$ cat src/rtl/arb_client_pkg.sv
// arb_client_pkg: width helpers and one-hot decode shared by the arbiter client and its bench
package arb_client_pkg;
  function automatic int PTR_W(input int depth);
    return $clog2(depth);
  endfunction
  function automatic int CNT_W(input int depth);
    return $clog2(depth) + 1;
  endfunction
  function automatic int IDX_W(input int ports);
    return $clog2(ports);
  endfunction
  // Index of the highest set bit; callers qualify the vector as one-hot first
  function automatic int onehot_to_idx(input logic [31:0] v);
    int r;
    r = 0;
    for (int i = 0; i < 32; i++) if (v[i]) r = i;
    return r;
  endfunction
endpackage

$ cat src/rtl/req_fifo.sv
// req_fifo: per-port queue with occupancy count; push ignored when full, pop ignored when empty
module req_fifo import arb_client_pkg::*; #(
  parameter int DATA_W = 8,
  parameter int DEPTH = 4
) (
  input  logic                      clk,
  input  logic                      rst,
  input  logic                      push,
  input  logic [DATA_W-1:0]         din,
  input  logic                      pop,
  output logic [DATA_W-1:0]         head,
  output logic [CNT_W(DEPTH)-1:0]   count
);
  localparam int PW = PTR_W(DEPTH);
  localparam int CW = CNT_W(DEPTH);
  logic [DATA_W-1:0] mem [DEPTH];
  logic [PW-1:0] wr_ptr, rd_ptr;
  logic do_push, do_pop;
  assign do_push = push && count != CW'(DEPTH);
  assign do_pop = pop && count != '0;
  assign head = mem[rd_ptr];
  always_ff @(posedge clk) if (do_push) mem[wr_ptr] <= din;
  always_ff @(posedge clk) begin
    if (rst) begin
      wr_ptr <= '0;
      rd_ptr <= '0;
      count <= '0;
    end else begin
      if (do_push) wr_ptr <= wr_ptr + PW'(1);
      if (do_pop) rd_ptr <= rd_ptr + PW'(1);
      count <= count + CW'(do_push) - CW'(do_pop);
    end
  end
endmodule

$ cat src/rtl/arb_req_client.sv
// arb_req_client: per-port FIFOs feeding a fixed-priority arbiter, serialising granted heads to one stream
module arb_req_client import arb_client_pkg::*; #(
  parameter int num_ports = 5,
  parameter int DATA_W = 8,
  parameter int DEPTH = 4
) (
  input  logic                          clk_i,
  input  logic                          rst_i,
  input  logic [num_ports-1:0]          in_valid_i,
  output logic [num_ports-1:0]          in_ready_o,
  input  logic [num_ports*DATA_W-1:0]   in_data_i,
  output logic [num_ports-1:0]          req_o,
  input  logic [num_ports-1:0]          gnt_i,
  output logic                          out_valid_o,
  output logic [DATA_W-1:0]             out_data_o,
  output logic [IDX_W(num_ports)-1:0]   out_port_o,
  output logic                          err_o
);
  localparam int CW = CNT_W(DEPTH);
  localparam int IW = IDX_W(num_ports);
  logic [CW-1:0] count [num_ports];
  logic [DATA_W-1:0] head [num_ports];
  logic [num_ports-1:0] pop;
  logic onehot, pop_ok;
  logic [IW-1:0] idx;
  assign onehot = gnt_i != '0 && (gnt_i & (gnt_i - num_ports'(1))) == '0;
  assign idx = IW'(onehot_to_idx(32'(gnt_i)));
  assign pop_ok = |pop;
  for (genvar p = 0; p < num_ports; p++) begin : g_port
    assign in_ready_o[p] = count[p] != CW'(DEPTH);
    // A port being popped now only keeps requesting if a further entry remains
    assign req_o[p] = count[p] > CW'(gnt_i[p]);
    assign pop[p] = onehot && gnt_i[p] && count[p] != '0;
    req_fifo #(.DATA_W(DATA_W), .DEPTH(DEPTH)) u_fifo (
      .clk(clk_i),
      .rst(rst_i),
      .push(in_valid_i[p]),
      .din(in_data_i[p*DATA_W +: DATA_W]),
      .pop(pop[p]),
      .head(head[p]),
      .count(count[p])
    );
  end
  always_ff @(posedge clk_i) begin
    if (rst_i) begin
      out_valid_o <= 1'b0;
      out_data_o <= '0;
      out_port_o <= '0;
      err_o <= 1'b0;
    end else begin
      out_valid_o <= pop_ok;
      if (pop_ok) begin
        out_data_o <= head[idx];
        out_port_o <= idx;
      end
      if (gnt_i != '0 && !pop_ok) err_o <= 1'b1;
    end
  end
endmodule

$ cat config.mk
export PLATFORM = sky130hd
export DESIGN_NAME = arb_req_client
export DESIGN_NICKNAME = d
export VERILOG_FILES = /design/src/rtl/arb_client_pkg.sv /design/src/rtl/req_fifo.sv /design/src/rtl/arb_req_client.sv
export SDC_FILE = /design/constraint.sdc
export NUM_CORES = 1
export LEC_CHECK = 0
export ABC_AREA = 1
export CAP_MARGIN = 40
export CORE_UTILIZATION = 58
export CTS_CLUSTER_SIZE = 12
export DETAILED_ROUTE_END_ITERATION = 10
export PLACE_DENSITY = 0.79
export SLEW_MARGIN = 20
export SYNTH_ARGS = -nofsm -noshare
export SYNTH_HDL_FRONTEND = slang
export SYNTH_SLANG_ARGS = --single-unit
export TNS_END_PERCENT = 1
$ cat constraint.sdc
create_clock -name clk_i -period 3.92 [get_ports clk_i]
set_input_delay 0.392 -clock clk_i [delete_from_list [all_inputs] [get_ports clk_i]]
set_output_delay 0.392 -clock clk_i [all_outputs]
set_load 0.005 [all_outputs]
Word-level counts from Yosys, hierarchy flattened
Memories as Yosys holds them, arrays and structs flattened. A register that Yosys moved wholly into a read port is not among the register bits.
Cells that the tools add are included.

storage, ports and cells
  word-level logic and storage cells = 116
  output and inout port bits = 23
  memories = 5
  RAM bits = 160
  flip-flop bits (word level) = 48
  input port bits = 52

memory list
  name                  words  bits a word  read ports  clocked after Yosys merged registers in  wr ports  line            text
  g_port[0].u_fifo.mem  4      8            1           1                                        1         req_fifo.sv:16  logic [DATA_W-1:0] mem [DEPTH];
  g_port[1].u_fifo.mem  4      8            1           1                                        1         req_fifo.sv:16
  g_port[2].u_fifo.mem  4      8            1           1                                        1         req_fifo.sv:16
  g_port[3].u_fifo.mem  4      8            1           1                                        1         req_fifo.sv:16
  g_port[4].u_fifo.mem  4      8            1           1                                        1         req_fifo.sv:16

operators by class
  bitwise logic cells = 2
  add/sub/neg operators = 21
  mux-type cells = 27
  equal/unequal tests = 5
  reductions and logical operators = 31
  order comparisons = 6

operator list
  kind                                                                number
  8-bit binary-select mux with 3-bit select                           1
  1-bit logical AND                                                   22
  2-bit by 1-bit adder with 2-bit output, second input constant       10
  2-bit two-way mux                                                   10
  8-bit two-way mux                                                   2
  3-bit by 1-bit adder with 3-bit output                              5
  3-bit by 1-bit greater-than comparator with 1-bit output            5
  3-bit inequality test, second input constant                        5
  3-bit nonzero test                                                  5
  3-bit by 1-bit subtractor with 3-bit output                         5
  1-bit two-way mux                                                   11
  3-bit two-way mux                                                   3
  5-bit bitwise AND                                                   1
  5-bit zero test                                                     1
  5-bit nonzero test                                                  1
  5-bit OR reduction                                                  1
  5-bit by 1-bit subtractor with 5-bit output, second input constant  1
  4-bit >= comparator, second input constant                          1
  3-bit inverter with 4-bit output                                    1
  1-bit zero test                                                     1

Longest topological paths before layout
Gate-level depths: netlist (run 1).

  word-level depth = 9
  mapped depth = 12
  mapped depth without buffers = 11

Cells and area by module
A second synthesis (run 1) with hierarchy kept.

unflattened totals
  cell total of the unflattened synthesis = 951
  area, all modules = 9786.9 µm²

by module, submodules not included
  module          sequential area each (µm²)  times used  cells an instance  area an instance (µm²)
  req_fifo        1141.1                      5           140                1666.6
  arb_req_client  260.2                       1           251                1453.9

Least setup slack after synthesis (run 1)
No wires, ideal clock.

  kind = input -> register
  start = input gnt_i[4]
  end = register g_port[0].u_fifo.count[2]
  arrival = 2018 ps
  cell stages on the path = 12
  path buffers = 2
  slack = 1774 ps
  setup time = 128 ps
  required time = 3792 ps
  path through = buf_6 > inv_4 > buf_8 > nand4_2 > nor2_4 > ha_1 > inv_1 > ha_1 > inv_1 > fa_1 > xnor2_1 > nor2_1

between the ends
  word-level cells in the longest chain between the ends = 8
  elaborated cells on any way between the ends = 9
  those cells by class = add/sub: 2; bitwise: 1; reduce/logical: 6

ends and longest elaborated chain
  what                                           line                  text
  start: declaration                             arb_req_client.sv:13  input logic [num_ports-1:0] gnt_i,
  5-bit by 1-bit subtractor with 5-bit output    arb_req_client.sv:26  assign onehot = gnt_i != '0 && (gnt_i & (gnt_i - num_ports'(1))) == '0;
  5-bit bitwise AND                              arb_req_client.sv:26
  5-bit zero test                                arb_req_client.sv:26
  1-bit logical AND *                            arb_req_client.sv:26
  1-bit logical AND * (2 in a row)               arb_req_client.sv:33  assign pop[p] = onehot && gnt_i[p] && count[p] != '0;
  1-bit logical AND *                            req_fifo.sv:20        assign do_pop = pop && count != '0;
  named net g_port[0].u_fifo.do_pop              req_fifo.sv:18        logic do_push, do_pop;
  3-bit by 1-bit subtractor with 3-bit output *  req_fifo.sv:31        count <= count + CW'(do_push) - CW'(do_pop);
  end signal: assignment                         req_fifo.sv:31
  end: declaration                               req_fifo.sv:12        output logic [CNT_W(DEPTH)-1:0] count

Mark *: on every way through the listed nets, which the timed path passes. The rest lies on a longest branch.
A chain may end at the register's enable or synchronous reset.

Worst setup path in the final report (run 1)
  start = input gnt_i[4]
  end = output req_o[4]

between the ends
  word-level cells in the longest chain between the ends = 1

ends and longest elaborated chain
  what                                                      line                  text
  3-bit by 1-bit greater-than comparator with 1-bit output  arb_req_client.sv:32  assign req_o[p] = count[p] > CW'(gnt_i[p]);
  end: declaration                                          arb_req_client.sv:12  output logic [num_ports-1:0] req_o,

Every way passes these cells.

==> metrics.yaml, run 1 <==
run_status:
  status: "complete, no violations"
cts:
  hold_buffers: 0
  cts.clk_slew.worst_paths_ns: 0.06
  cts_buffers: 22
  cts_tree: "built"
  cts_resized: 0
  postCtsSetupRepairBufs: 0
  cts_max_level: 1
  ctsRootBufferMaster: "clkbuf_16"
  clock_path_buffers: 3
  numClockSinks: 218
  clk_latency_ns: 0.50
setup_path:
  crit_chain: "clkdlybuf4s50_1 > ha_1 > nand3_1 > nand2_1 > inv_1 > clkdlybuf4s50_1"
  cp-start-kind: "primary input"
  worstSetupEndpointType: "primary output"
  arrival_ns: 2.10
  crit_buf_inv: 3
  crit_end: "req_o[4]"
  cp.depth: 6
  critPathKind: "in2out"
  setup.worst_path.start: "gnt_i[4]"
  worstPathMaxFanout: 9
  cpMaxStageDelayCell: "clkdlybuf4s50_1"
  max_stage_delay_ns: 0.74
  reg2reg_depth: 7
  reg2reg_to: "out_data_o[4]"
  r2r_slack_ns: 1.80
  crit_top_cell: "clkdlybuf4s50_1"
  cp_top_family: "buffers and inverters"
  cp_data_required_time_ns: 3.53
finish:
  utilization_pct: 69.7
  seqCellArea_sq_um: 5970
  area_delta_synth_final_pct: 16.4
  fillerInstances: 1182
  fin_nets: 1097
  multi_input_area_sq_um: 2970
  drive_above_1_share_pct: 5.04
  fin_cells: 1227
  diodes: 0
  final_area_sq_um: 11200
synthesis:
  syn-instance-count: 920
  synth.area.top_cells: "edfxtp_1 50%, dfxtp_1 12%, nand2_1 7.2%"
  synth_edf_count: 160
  synth_nets: 1022
  ys.warnings.count: 0
  seq_area_frac_synth_pct: 62.2
  netlist_top_cells_count: "185 x nand2_1, 160 x edfxtp_1, 131 x inv_1, 104 x nand3_1, 79 x nor2_1"
  ys_seq_elements: 218
  synth_top_area_share_pct: 50.1
  avgSynthCellArea_sq_um: 10.4
  yosys.area.top_type: "edfxtp_1"
  yosysMostFrequentCell: "nand2_1"
  synthDistinctLibCells: 31
  ys.flop_type: "edfxtp_1"
  async_flop_share_pct: 0
  syn_area_sq_um: 9590
timing:
  fin_setup_tns_ns: 0
  maxSlewHeadroom_pct: 42.7
  fin_crit_sh_pct: 63.6
  hold_violations: 0
  drv_slew: 0
  fmax_mhz: 401
  min_period_ns: 2.49
  skew_ns: 0.0100
  rsz0062_at_grt: "false"
  worst_pin_slew_ns: 0.856
  setup_viol: 0
hold_path:
  hold_path.class: "reg2reg"
  worst_hold_path.num_cells: 2
power_and_ir_drop:
  p_per_area_nw_per_um2: 532
  swShare_pct: 26.9
  switchingPower_mw: 1.60
  ir_worst_vdd_mv: 0.316
  p_seq_share_pct: 48.3
  internal-power_mw: 4.34
  leakagePower_nw: 4.49
  combPwrFrac_pct: 19.0
  p_clk_share_pct: 32.7
routing:
  drt_iter0_drc: 527
  ant_nets: 0
  via_per_inst: 5.36
  wl_per_cell_microns: 16.8
  drc: 0
  vias: 6579
  drt_wl_total_mm: 20.6
  dr.pass1.iters: 5
die:
  io_pins: 75
  fp.dieH_microns: 131
  die_w_microns: 131
  num_rows: 46
  dieArea_sq_um: 17000
  start_util_pct: 59.9
  coreArea_sq_um: 16000
global_routing:
  grt_pass1_wl_mm: 32.3
  grt_start_max_net_pins: 31
  antenna_found_initial: 0
  grt_overflow: 0
  grt_use_total_pct: 25.0
  first_global_vias: 6370
place:
  gp_congestion: 0.776
  dpl.hpwl_mm: 13.8
  dp_cells: 1184
  port-buffer-count: 74
  dpl_cell_area_sq_um: 10500
job:
  maxCapViolCount: 0
==> layout make-up <==
class / instances / share of cell area, %
well taps: 216 / 2.42
flip-flops and latches: 218 / 53.5
clock inverters: 1 / 0.0449
clock buffers: 39 / 5.88
repair buffers: 79 / 6.98
multi-input cells: 540 / 26.7
inverters: 134 / 4.53
==> tightest hold or removal path, delay by kind of cell, from the launching register on <==
kind / cells / cell delay, ns
buffers and inverters: 1 / 0.05
AO/OA/AOI/OAI: 1 / 0.05
flip-flops: 1 / 0.31
==> cells by family after synthesis <==
family	after synthesis	synth area share [%]
AND/OR/NAND/NOR	395	18.5
AO/OA/AOI/OAI	85	4.65
adder cells (fa/ha/maj)	50	6.92
XOR/XNOR	10	0.914
buffers and inverters	162	6.74
flip-flops	218	62.2
==> worst min-delay path by stage <==
stage | from | to | slack [ns]
after global routing | err_o | err_o | 0.48
after CTS | err_o | err_o | 0.46
final | err_o | err_o | 0.46
after floorplan | g_port[3].u_fifo.rd_ptr[0] | flop | 0.44
after global placement | err_o | err_o | 0.45
after detailed placement | err_o | err_o | 0.44
==> registers in the layout, indices dropped and copies added, names as in the netlist, named ones only <==
| name | count |
|---|---|
| out_data_o | 8 |
| g_port.u_fifo.wr_ptr | 10 |
| err_o | 1 |
| out_port_o | 3 |
| g_port.u_fifo.count | 15 |
| g_port.u_fifo.rd_ptr | 10 |
| g_port.u_fifo.mem | 160 |
| out_valid_o | 1 |
==> through the flow <==
step	power (mW)	hold WS (ns)	setup WS, ns
detailed placement	4.02	0.443	1.00
global placement	3.97	0.449	1.08
floorplan	3.57	0.444	1.77
CTS	5.94	0.464	1.45
global route	6.21	0.485	1.35
finish	5.94	0.463	1.43
==> metal layers <==
metal | vias up | GRT usage (%) | routed length (microns)
met5 | - | 0 | 0
met3 | 38 | 3.26 | 1220
li1 | 3190 | - | -
met2 | 208 | 41.7 | 9990
met4 | 0 | 7.98 | 549
met1 | 3143 | 34.2 | 8830
==> power groups by stage <==
| stage | clock (mW) | combinational (mW) | sequential, mW |
|---|---|---|---|
| floorplan | 0 | 0.699 | 2.87 |
| finish | 1.94 | 1.13 | 2.87 |
| global placement | 0 | 1.07 | 2.90 |
| detailed placement | 0 | 1.11 | 2.91 |
| global route | 2.04 | 1.28 | 2.89 |
| CTS | 1.95 | 1.12 | 2.87 |
==> cells in the final DEF, fill, tap and decap left out, types with 14 or more instances in the layout <==
master,netlist,layout
nand2_1,185,185
edfxtp_1,160,160
inv_1,131,131
nand3_1,104,104
nor2_1,79,79
clkdlybuf4s50_1,0,74
dfxtp_1,58,58
ha_1,45,45
o21ai_0,36,36
a21oi_1,35,35
clkbuf_16,0,23
clkbuf_1,11,14
Note: power is estimated with default switching activity, not from simulation.
==> run 2: changes to the inputs <==
==> constraint.sdc (replaced) <==
create_clock -name clk_i -period 2.35 [get_ports clk_i]
set_input_delay 0.235 -clock clk_i [delete_from_list [all_inputs] [get_ports clk_i]]
set_output_delay 0.235 -clock clk_i [all_outputs]
set_load 0.005 [all_outputs]
==> metrics.yaml, run 2 (same netlist as run 1, synthesis figures left out) <==
run_status:
  status: "complete, no violations"
timing:
  skew_ns: 0.0149
  drv_slew: 0
  setup_viol: 0
  timing.hold.ws_ns: 0.363
  hold_violations: 0
  min_period_ns: 2.17
  finalWorstSetupSlack_ns: 0.182
  fmax_mhz: 461
  rsz0062_at_grt: "false"
  worst_pin_slew_ns: 0.688
  fin_crit_sh_pct: 92.2
  maxSlewHeadroom_pct: 54.1
cts:
  postCtsSetupRepairBufs: 0
  cts_tree: "built"
  cts.clk_slew.worst_paths_ns: 0.06
  ctsRootBufferMaster: "clkbuf_16"
  numClockSinks: 218
  clock_path_buffers: 3
  cts_max_level: 1
  cts_buffers: 23
  clk_latency_ns: 0.50
  hold_buffers: 0
  cts_resized: 0
finish:
  utilization_pct: 71.7
  regMostFlops: "g_port.u_fifo.mem"
  fin_cells: 1266
  final_cell_mix: "185 x nand2_1, 160 x edfxtp_1, 131 x inv_1, 104 x nand3_1, 79 x nor2_1"
  top_regs: "g_port.u_fifo.mem (160), g_port.u_fifo.count (15)"
  fin_nets: 1135
  diodes: 0
  drive_above_1_share_pct: 8.67
  area_delta_synth_final_pct: 19.6
  largest_reg_flops: 160
  layout_commonest_cell: "nand2_1"
setup_path:
  worstSetupEndpointType: "primary output"
  critPathKind: "reg2out"
  cp.depth: 7
  crit_chain: "inv_1 > ha_1 > inv_1 > o21ai_0 > nand2_1 > inv_1 > clkdlybuf4s50_1"
  reg2reg_to: "g_port[3].u_fifo.count[2]"
  cpMaxStageDelayCell: "clkdlybuf4s50_1"
  crit_top_cell: "inv_1"
  crit_end: "req_o[3]"
  arrival_ns: 1.93
  reg2reg_depth: 8
  setup.worst_path.start: "g_port[3].u_fifo.count[1]"
  cp_top_family: "buffers and inverters"
  max_stage_delay_ns: 0.49
  r2r_start: "g_port[3].u_fifo.count[1]"
  r2r_slack_ns: 0.38
  cp_data_required_time_ns: 2.12
  crit_buf_inv: 4
  cp-start-kind: "flop"
  worstPathMaxFanout: 5
global_routing:
  use_met3_pct: 3.54
  grt_busiest_layer: "met2"
  grt_overflow: 0
  grt_use_met2_pct: 41.9
  grt_start_max_net_pins: 30
  grt_use_total_pct: 24.5
  first_global_vias: 6395
  grt_pass1_wl_mm: 31.6
  grtUsageMet1_pct: 32.2
  antenna_found_initial: 0
routing:
  via_per_inst: 5.23
  drt_wl_total_mm: 19.9
  drc: 0
  ant_nets: 0
  dr.pass1.iters: 5
  wl_per_cell_microns: 15.7
  drt_iter0_drc: 484
  vias: 6615
place:
  dp_cells: 1224
  dpl.hpwl_mm: 13.8
  port-buffer-count: 74
  place_ws_ns: -0.00877
  gp_congestion: 0.782
die:
  coreArea_sq_um: 16000
  start_util_pct: 59.9
  dieArea_sq_um: 17000
  die_w_microns: 131
  num_rows: 46
  io_pins: 75
  fp.dieH_microns: 131
job:
  maxCapViolCount: 0
hold_path:
  hold_path.class: "in2reg"
  holdCritStartpoint: "in_data_i[31]"
power_and_ir_drop:
  ir_worst_vdd_mv: 0.544
  leakagePower_nw: 4.71
  p_per_area_nw_per_um2: 872
run 2: changes by cell type in the layout (fill, tap and decap cells not counted), sizes merged:
cell	change
clkinv	+3
inv	+1
buf	+37
clkbuf	-2
run 2: how the worst min path moves through the flow:
stage	slack (ns)	cells after the start	end
3_5_place_dp	0.46	2	err_o
6_report	0.36	1	g_port[3].u_fifo.mem[1][7]
3_3_place_gp	0.44	2	err_o
5_1_grt	0.37	1	g_port[1].u_fifo.mem[0][0]
4_1_cts	0.35	1	g_port[3].u_fifo.mem[1][7]
2_1_floorplan	0.33	0	g_port[0].u_fifo.mem[0][0]
run 2: routing by layer:
metal / part of all wire (%) / wire length, microns / vias up
li1: - / - / 3271
met1: 42 / 8310 / 3085
met2: 49 / 9770 / 228
met3: 7.1 / 1420 / 31
met4: 2.1 / 422 / 0
met5: 0 / 0 / -
run 2: stage by stage:
stage	TNS [ns]	area [sq um]	total power, mW
global placement	0	10800	6.70
floorplan	0	9590	5.95
finish	0	11500	10.0
CTS	0	11500	10.1
detailed placement	-0.0116	10800	6.78
global route	0	11500	10.5
run 2: cell type report:
| type | count | area [sq um] |
|---|---|---|
| clock buffer | 37 | 669 |
| clock inverter | 5 | 26.3 |
| fill | 1197 | 4530 |
| inverter | 134 | 505 |
| multi-input combinational | 540 | 2970 |
| sequential | 218 | 5970 |
| tap | 216 | 270 |
| timing repair buffer | 116 | 1060 |
run 2: worst reg2reg max path: cells and delay by family (launching register included):
kind / cells / cell delay, ns
xor gates and xnor gates: 1 / 0.16
adders and majority gates: 2 / 0.60
buffers and inverters: 2 / 0.29
DFF: 1 / 0.31
and+or+nand+nor: 3 / 0.51
run 2: where the power goes:
part | switching (mW) | internal (mW)
Sequential | 0.170 | 4.59
Clock | 1.36 | 1.95
Combinational | 1.11 | 0.834
Total | 2.64 | 7.37
